`config.mk`:
```
export PLATFORM = sky130hd
export DESIGN_NAME = exception_sequencer
export DESIGN_NICKNAME = d
export VERILOG_FILES = /design/src/rtl/exception_sequencer.sv
export SDC_FILE = /design/constraint.sdc
export NUM_CORES = 1
export LEC_CHECK = 0
export CAP_MARGIN = 40
export CORE_ASPECT_RATIO = 0.75
export CORE_MARGIN = 2
export CORE_UTILIZATION = 34
export DETAILED_ROUTE_END_ITERATION = 16
export PLACE_DENSITY = 0.82
export SLEW_MARGIN = 20
export SYNTH_ARGS = -nofsm -noshare
export SYNTH_HDL_FRONTEND = slang
export SYNTH_SLANG_ARGS = --single-unit
```
`constraint.sdc`:
```
create_clock -name clk -period 1.31 [get_ports clk]
set_clock_uncertainty 0.05 [all_clocks]
set_input_delay 0.3275 -clock clk [delete_from_list [all_inputs] [get_ports clk]]
set_output_delay 0.3275 -clock clk [all_outputs]
set_load 0.05 [all_outputs]
```
`src/rtl/exception_sequencer.sv`:
```
// Exception sequencer: saves EPC, fetches the vector byte for the
// cause and loads PC from the zero-extended byte.
module exception_sequencer #(
  parameter int          MEM_LATENCY  = 2,
  parameter logic [31:0] VEC_OPCODE   = 32'd253,
  parameter logic [31:0] VEC_OVERFLOW = 32'd254,
  parameter logic [31:0] VEC_DIV0     = 32'd255
) (
  input  logic        clk,
  input  logic        reset,
  input  logic        exc_opcode,
  input  logic        exc_overflow,
  input  logic        exc_div0,
  output logic        busy,
  output logic        epc_write,
  output logic        mem_addr_sel,
  output logic [31:0] exc_addr,
  output logic        mem_read,
  output logic        ext_sel,
  output logic        pc_write,
  output logic        pc_src_exc,
  output logic        exc_done,
  output logic [1:0]  exc_cause
);

  typedef enum logic [2:0] {
    S_IDLE,
    S_SAVE,
    S_FETCH,
    S_LOAD,
    S_DONE
  } state_t;

  localparam logic [3:0] CNT_INIT = 4'(MEM_LATENCY - 1);

  state_t      r_state;
  logic [3:0]  r_cnt;
  logic [1:0]  r_cause;
  logic [31:0] r_addr;
  logic        w_any;

  assign w_any = exc_opcode | exc_overflow | exc_div0;

  always_ff @(posedge clk) begin
    if (reset) begin
      r_state <= S_IDLE;
      r_cnt   <= 4'd0;
      r_cause <= 2'b00;
      r_addr  <= 32'd0;
    end else begin
      unique case (r_state)
        S_IDLE: begin
          if (w_any) begin
            r_state <= S_SAVE;
            r_cnt   <= CNT_INIT;
            // opcode outranks overflow, which outranks div0
            if (exc_opcode) begin
              r_cause <= 2'b01;
              r_addr  <= VEC_OPCODE;
            end else if (exc_overflow) begin
              r_cause <= 2'b10;
              r_addr  <= VEC_OVERFLOW;
            end else begin
              r_cause <= 2'b11;
              r_addr  <= VEC_DIV0;
            end
          end
        end
        S_SAVE:  r_state <= S_FETCH;
        S_FETCH: begin
          if (r_cnt == 4'd0) r_state <= S_LOAD;
          else               r_cnt   <= r_cnt - 4'd1;
        end
        S_LOAD:  r_state <= S_DONE;
        S_DONE:  r_state <= S_IDLE;
        default: r_state <= S_IDLE;
      endcase
    end
  end

  assign busy         = (r_state != S_IDLE);
  assign epc_write    = (r_state == S_SAVE);
  assign mem_addr_sel = (r_state == S_FETCH) | (r_state == S_LOAD);
  assign mem_read     = (r_state == S_FETCH);
  assign ext_sel      = (r_state == S_FETCH) | (r_state == S_LOAD);
  assign pc_write     = (r_state == S_LOAD);
  assign pc_src_exc   = (r_state == S_LOAD);
  assign exc_done     = (r_state == S_DONE);
  assign exc_addr     = r_addr;
  assign exc_cause    = r_cause;

endmodule

```
==> results.txt, run 1 <==
CP startpoint kind = register
Vias = 678
DP HPWL = 1410 µm
pin count of the biggest net entering global routing = 9
Netlist cell types = 30
# DRC = 0
Root Buffer = clkbuf_4
die height = 46.6 µm
Seq/Total Area, Yosys = 24.4%
critical path class = register to output pin
hold slack final = 0.424 ns
Int Power = 1.17 mW
CTS tree = yes
clock power share = 13.2%
most frequent cells in the layout = conb_1, buf_4, buf_12
Worst-path clk slew = 0.07 ns
combinational power share = 65.7%
commonest non-fill, non-tap cell in the layout = conb_1
Rows = 15
unrepaired setup endpoints after global routing = yes
Final Power = 2.11 mW
#FFs+latches synth = 10
Pwr per Cell Area = 1510 nW/µm²
Required @ worst endpoint = 0.93 ns
met1 WL = 674 µm
crit-path cells = buf_6 > nor3_4 > inv_2 > buf_12
DR iter-0 viols = 16
wire per inst = 11.3 µm
Die W = 60.7 µm
FMAX = 650 MHz
Placed Instances = 153
Final Cycle Share = 117%
vias in the first global route = 601
nets@finish = 138
Longest Clk Path Bufs = 2
synth top area cells = buf_4, dfxtp_1, inv_1, ha_1, or3_4
total routed wirelength = 1850 µm
Slowest-stage cell, CP = dfxtp_4
number of iterations in the first detailed-routing pass = 2
WL met2 = 966 µm
# fillers = 187
R2R setup slack = -0.12 ns
crit end category = output pin
Initial Utilization = 35.8%
Non-Filler Instances = 164
Reg power frac = 21.1%
syn avg cell area = 8.92 µm²
final core occ = 61.1%
TritonCTS Sinks = 10
status = finished, violations left
number of buffers created by CTS = 3
CP max FO = 6
Ys Warns = 0
port bufs = 22
Critical Path AT = 1.16 ns
Post-synth EDFFs = 0
highest metal used = met4
largest stage delay on the critical path = 0.37 ns
met3 WL = 183 µm
Layout Cell Area excl Fill = 1400 µm²
Top FF cell, synth = dfxtp_1
initial antenna violation count = 0
Area Overhead vs Synth = 70.4%
Global Route Usage Sum = 14.0%
first-pass GRT wire length = 2720 µm
IO Pins = 47
layout cells sized above 1 = 56.9%
maximum vdd ir drop = 0.472 mV
core area = 2290 µm²
Tmin final = 1.54 ns
Async S/R FF share, synth = 0%
Detail Route Antenna Nets = 0
Post-Syn Area = 821 µm²
hold crit path type = input pin to register
final hold vios = 0
final worst slack = -0.229 ns
Net Sw Frac = 44.8%
antenna fix cells = 0
synthesized instance count = 92
total of max-cap violations = 0
DIE AREA = 2830 µm²
Final Max Slew Viols = 0
top-area cell type share of the netlist area = 32.0%
dpl cell area = 1250 µm²
Setup Viol. Count Final = 12
P_sw = 947 µW
Lkg Pwr = 0.629 nW
setup TNS = -1.82 ns
RePlAce Congestion = 0.879
clock latency on the worst-skew pair = 0.27 ns
CTS H-tree lvls = 1
Place WS = -0.497 ns
failing checks = negative setup slack
vias per cell = 4.13
total grt overflow = 0
Synth area leader = buf_4
==> cell families after synthesis <==
| group | synth area share (%) |
|---|---|
| buf+inv | 36.3 |
| compound gates | 12.0 |
| other cells | 0.457 |
| simple gates | 21.5 |
| flops | 24.4 |
| mux | 1.22 |
| fa+ha+maj | 3.05 |
| xor+xnor | 1.07 |
==> cell type report <==
class                           instances  area [µm²]  area share (%)
Clock buffer                            4        36.3            2.59
Inverter                                7        26.3            1.88
Multi-Input combinational cell         61         470            33.6
Sequential cell                        10         220            15.7
Tap cell                               34        42.5            3.04
Timing Repair Buffer                   48         603            43.1
==> routing by layer <==
layer,vias up,global-route usage (%)
met5,-,0
li1,328,-
met4,0,8.70
met3,4,5.62
met2,37,25.2
met1,309,13.5
==> cell usage after synthesis (2+ instances only) <==
master / n
buf_4: 35
dfxtp_1: 10
inv_1: 7
a21oi_1: 4
and3b_1: 2
ha_1: 2
nand2_1: 2
nor2_1: 2
nor2b_1: 2
nor3_1: 2
nor3b_1: 2
o32ai_1: 2
or3_1: 2
or3_4: 2
==> sequential cells by signal (all words and copies together), names as in the netlist <==
| name | flops |
|---|---|
| exc_addr | 2 |
| r_cnt | 4 |
| r_state | 3 |
| exc_cause | 1 |
==> worst max-delay path, delay by kind of cell, from the launching register on <==
family                 cells  cell delay, ns
buffers and inverters      3            0.34
flip-flops                 1            0.37
AND/OR/NAND/NOR            1            0.20
==> final timing paths <==
| path | start | to | depth (start not counted) |
|---|---|---|---|
| worst max-delay path | r_state[2] | busy | 4 |
| worst min-delay path | exc_overflow | exc_cause[0] | 2 |
| worst max register to register | r_cnt[0] | r_cnt[1] | 5 |
| worst min register to register | r_cnt[1] | r_cnt[1] | 2 |
==> power by group through the flow <==
stage / Clock, mW / Combinational, mW / Sequential (mW)
after CTS: 0.287 / 1.35 / 0.442
after global routing: 0.318 / 1.45 / 0.456
after global placement: 0 / 1.25 / 0.442
after floorplan: 0 / 0.843 / 0.442
final: 0.280 / 1.39 / 0.446
after detailed placement: 0 / 1.27 / 0.447
==> what timing repair did <==
item                                    CTS  global route
gates cloned                              0             0
gates resized for setup                  20             6
hold buffers                              0             0
endpoints found under the setup margin   21            24
setup buffers                             4             3
pin swaps                                 7             4
No activity file was read; power rests on OpenSTA's default activity.
==> run 2, diff against run 1 <==
- CORE_UTILIZATION: 34 -> 37
- clock period: 1.31 -> 1.65 ns (I/O delays scaled with it)
==> run 2 against run 1 <==
The run now ends clean. Sequential share of layout area increased by 0.70 points. Worst setup slack better by 0.23 ns. Worst hold slack better by 0.025 ns. Global-route usage grew 0.25 points. Critical endpoint is now mem_read. Largest power group unchanged.
==> results.txt, run 2 (same netlist as run 1, synthesis figures left out) <==
Die W = 58.4 µm (-3.9%)
Area Overhead vs Synth = 56.7%
Required @ worst endpoint = 1.19 ns (+0.26 ns)
Worst setup startpoint = r_state[0]
antenna fix cells = 0 (unchanged)
Setup Viol. Count Final = 0 (-12)
Tmin final = 1.65 ns
layout cells sized above 1 = 45.1% (-12 points)
Detail Route Antenna Nets = 0 (unchanged)
# DRC = 0 (unchanged)
clock latency on the worst-skew pair = 0.27 ns (about the same)
RePlAce Congestion = 0.835 (-5.0%)
most frequent cells in the layout = conb_1, buf_12, buf_4
CTS H-tree lvls = 1 (unchanged)
TritonCTS Sinks = 10 (unchanged)
Worst-path clk slew = 0.06 ns (about the same)
port bufs = 22 (unchanged)
CP startpoint kind = register
CP max FO = 5 (-1)
total grt overflow = 0 (unchanged)
crit-path cells = buf_6 > nor3b_4 > buf_12
clock power share = 10.5% (-2.7 points)
total of max-cap violations = 0 (unchanged)
Crit path depth = 3 (-1)
die height = 44.8 µm (-3.8%)
hold slack final = 0.449 ns (+0.0250 ns)
DR iter-0 viols = 3 (-13)
Critical Path AT = 1.18 ns (+0.02 ns)
P_sw = 727 µW (-23%)
Initial Utilization = 40.0% (+4.2 points)
Reg power frac = 21.0% (about the same)
Rows = 14 (-1)
CTS tree = yes
status = completed
first-pass GRT wire length = 2800 µm (+3.1%)
commonest non-fill, non-tap cell in the layout = conb_1
hold crit path type = register to register
R2R depth = 5 (unchanged)
wire per inst = 12.5 µm (+10%)
largest stage delay on the critical path = 0.35 ns (-0.02 ns)
R2R setup slack = 0.09 ns (+0.21 ns)
number of buffers created by CTS = 3 (unchanged)
Slowest-stage cell, CP = dfxtp_4
combinational power share = 68.5% (+2.8 points)
core area = 2050 µm² (-10%)
total routed wirelength = 1820 µm (-1.8%)
Vias = 670 (-1.2%)
crit path to = mem_read
crit end category = output pin
Lkg Pwr = 0.576 nW (-8.3%)
number of iterations in the first detailed-routing pass = 4 (+2)
unrepaired setup endpoints after global routing = yes
Longest Clk Path Bufs = 2 (unchanged)
pin count of the biggest net entering global routing = 8 (-1)
IO Pins = 47 (unchanged)
Pwr per Cell Area = 1210 nW/µm² (-20%)
initial antenna violation count = 0 (unchanged)
DIE AREA = 2620 µm² (-7.5%)
critical path class = register to output pin
maximum vdd ir drop = 0.802 mV (+70%)
vias per cell = 4.59 (+11%)
final hold vios = 0 (unchanged)
DP HPWL = 1400 µm (-0.14%)
Final Cycle Share = 99.8%
vias in the first global route = 627 (+4.3%)
Final Power = 1.55 mW (-26%)
RR Startpoint = r_cnt[0]
Int Power = 827 µW (-29%)
Net Sw Frac = 46.8% (+2.0 points)
Largest Register = r_cnt
CP top delay family = flip-flops
Final Max Slew Viols = 0 (unchanged)
setup TNS = 0 ns (+1.82 ns)
max reg flops = 4 (unchanged)
Global Route Usage Sum = 14.2% (+0.25 points)
r2r endpoint = r_cnt[1]
FMAX = 607 MHz
CP bufs+invs = 2 (-1)
Root Buffer = clkbuf_4
nets@finish = 131 (-5.1%)
-- run 2: cell count changes in the layout (fill, tap and decap cells not counted), moves of 2 or more --
| cell | previous run | this run |
|---|---|---|
| buf_4 | 23 | 16 |
| clkdlybuf4s50_1 | 1 | 4 |
| dfxtp_1 | 2 | 7 |
| dfxtp_2 | 4 | 0 |
| dlygate4sd2_1 | 3 | 0 |
| inv_1 | 4 | 6 |
| inv_2 | 3 | 1 |
-- run 2: worst min path at each step --
stage                     start     endpoint  slack, ns  cells past startpoint
detailed placement     r_cnt[3]     r_cnt[3]       0.45                      2
CTS                    r_cnt[3]     r_cnt[3]       0.45                      2
global route           r_cnt[3]     r_cnt[3]       0.48                      2
floorplan              r_cnt[3]     r_cnt[3]       0.41                      2
finish              exc_addr[6]  exc_addr[6]       0.45                      2
global placement    exc_addr[6]  exc_addr[6]       0.41                      2
-- run 2: final cells by class --
type,instances,area [µm²]
clock buffers,3,22.5
fillers,163,763
inverters,7,26.3
multi-input cells,61,442
flip-flops and latches,10,211
well taps,24,30.0
repair buffers,41,554
-- run 2: worst register-to-register path, stage by stage (launching register included) --
cell and delay [ns]:
dfxtp_1 0.32, inv_1 0.11, ha_1 0.16, or3b_1 0.41, a22oi_2 0.22, mux2i_1 0.22
-- run 2: layer usage --
| layer | global-route usage, % | up-vias | routed length (µm) |
|---|---|---|---|
| met1 | 14.2 | 320 | 662 |
| met3 | 3.72 | 4 | 141 |
| met2 | 27.9 | 34 | 989 |
| li1 | - | 312 | - |
| met5 | 0 | - | 0 |
| met4 | 6.51 | 0 | 26 |
-- run 2: through the flow --
step / instance area [µm²] / worst slack [ns] / instances / utilization, %
floorplan: 926 / -0.0165 / 115 / -
global placement: 1180 / -0.140 / 137 / 57.7
detailed placement: 1180 / -0.220 / 137 / 57.7
CTS: 1250 / 0.000414 / 142 / 61.1
global route: 1290 / -0.0231 / 146 / 62.8
finish: 1290 / 0.00334 / 146 / 62.8
-- run 2: power groups by stage --
stage / Sequential, mW / Combinational, mW / Clock [mW]
finish: 0.326 / 1.06 / 0.164
global route: 0.331 / 1.11 / 0.178
CTS: 0.322 / 1.04 / 0.167
detailed placement: 0.328 / 1.01 / 0
global placement: 0.325 / 0.990 / 0
floorplan: 0.346 / 0.647 / 0
-- run 2: repair_timing --
item                                    CTS  global route
hold buffers                              0             0
endpoints found under the setup margin    8             9
resized for setup                        10             3
buffers inserted                          2             4
pin swaps                                 1             1
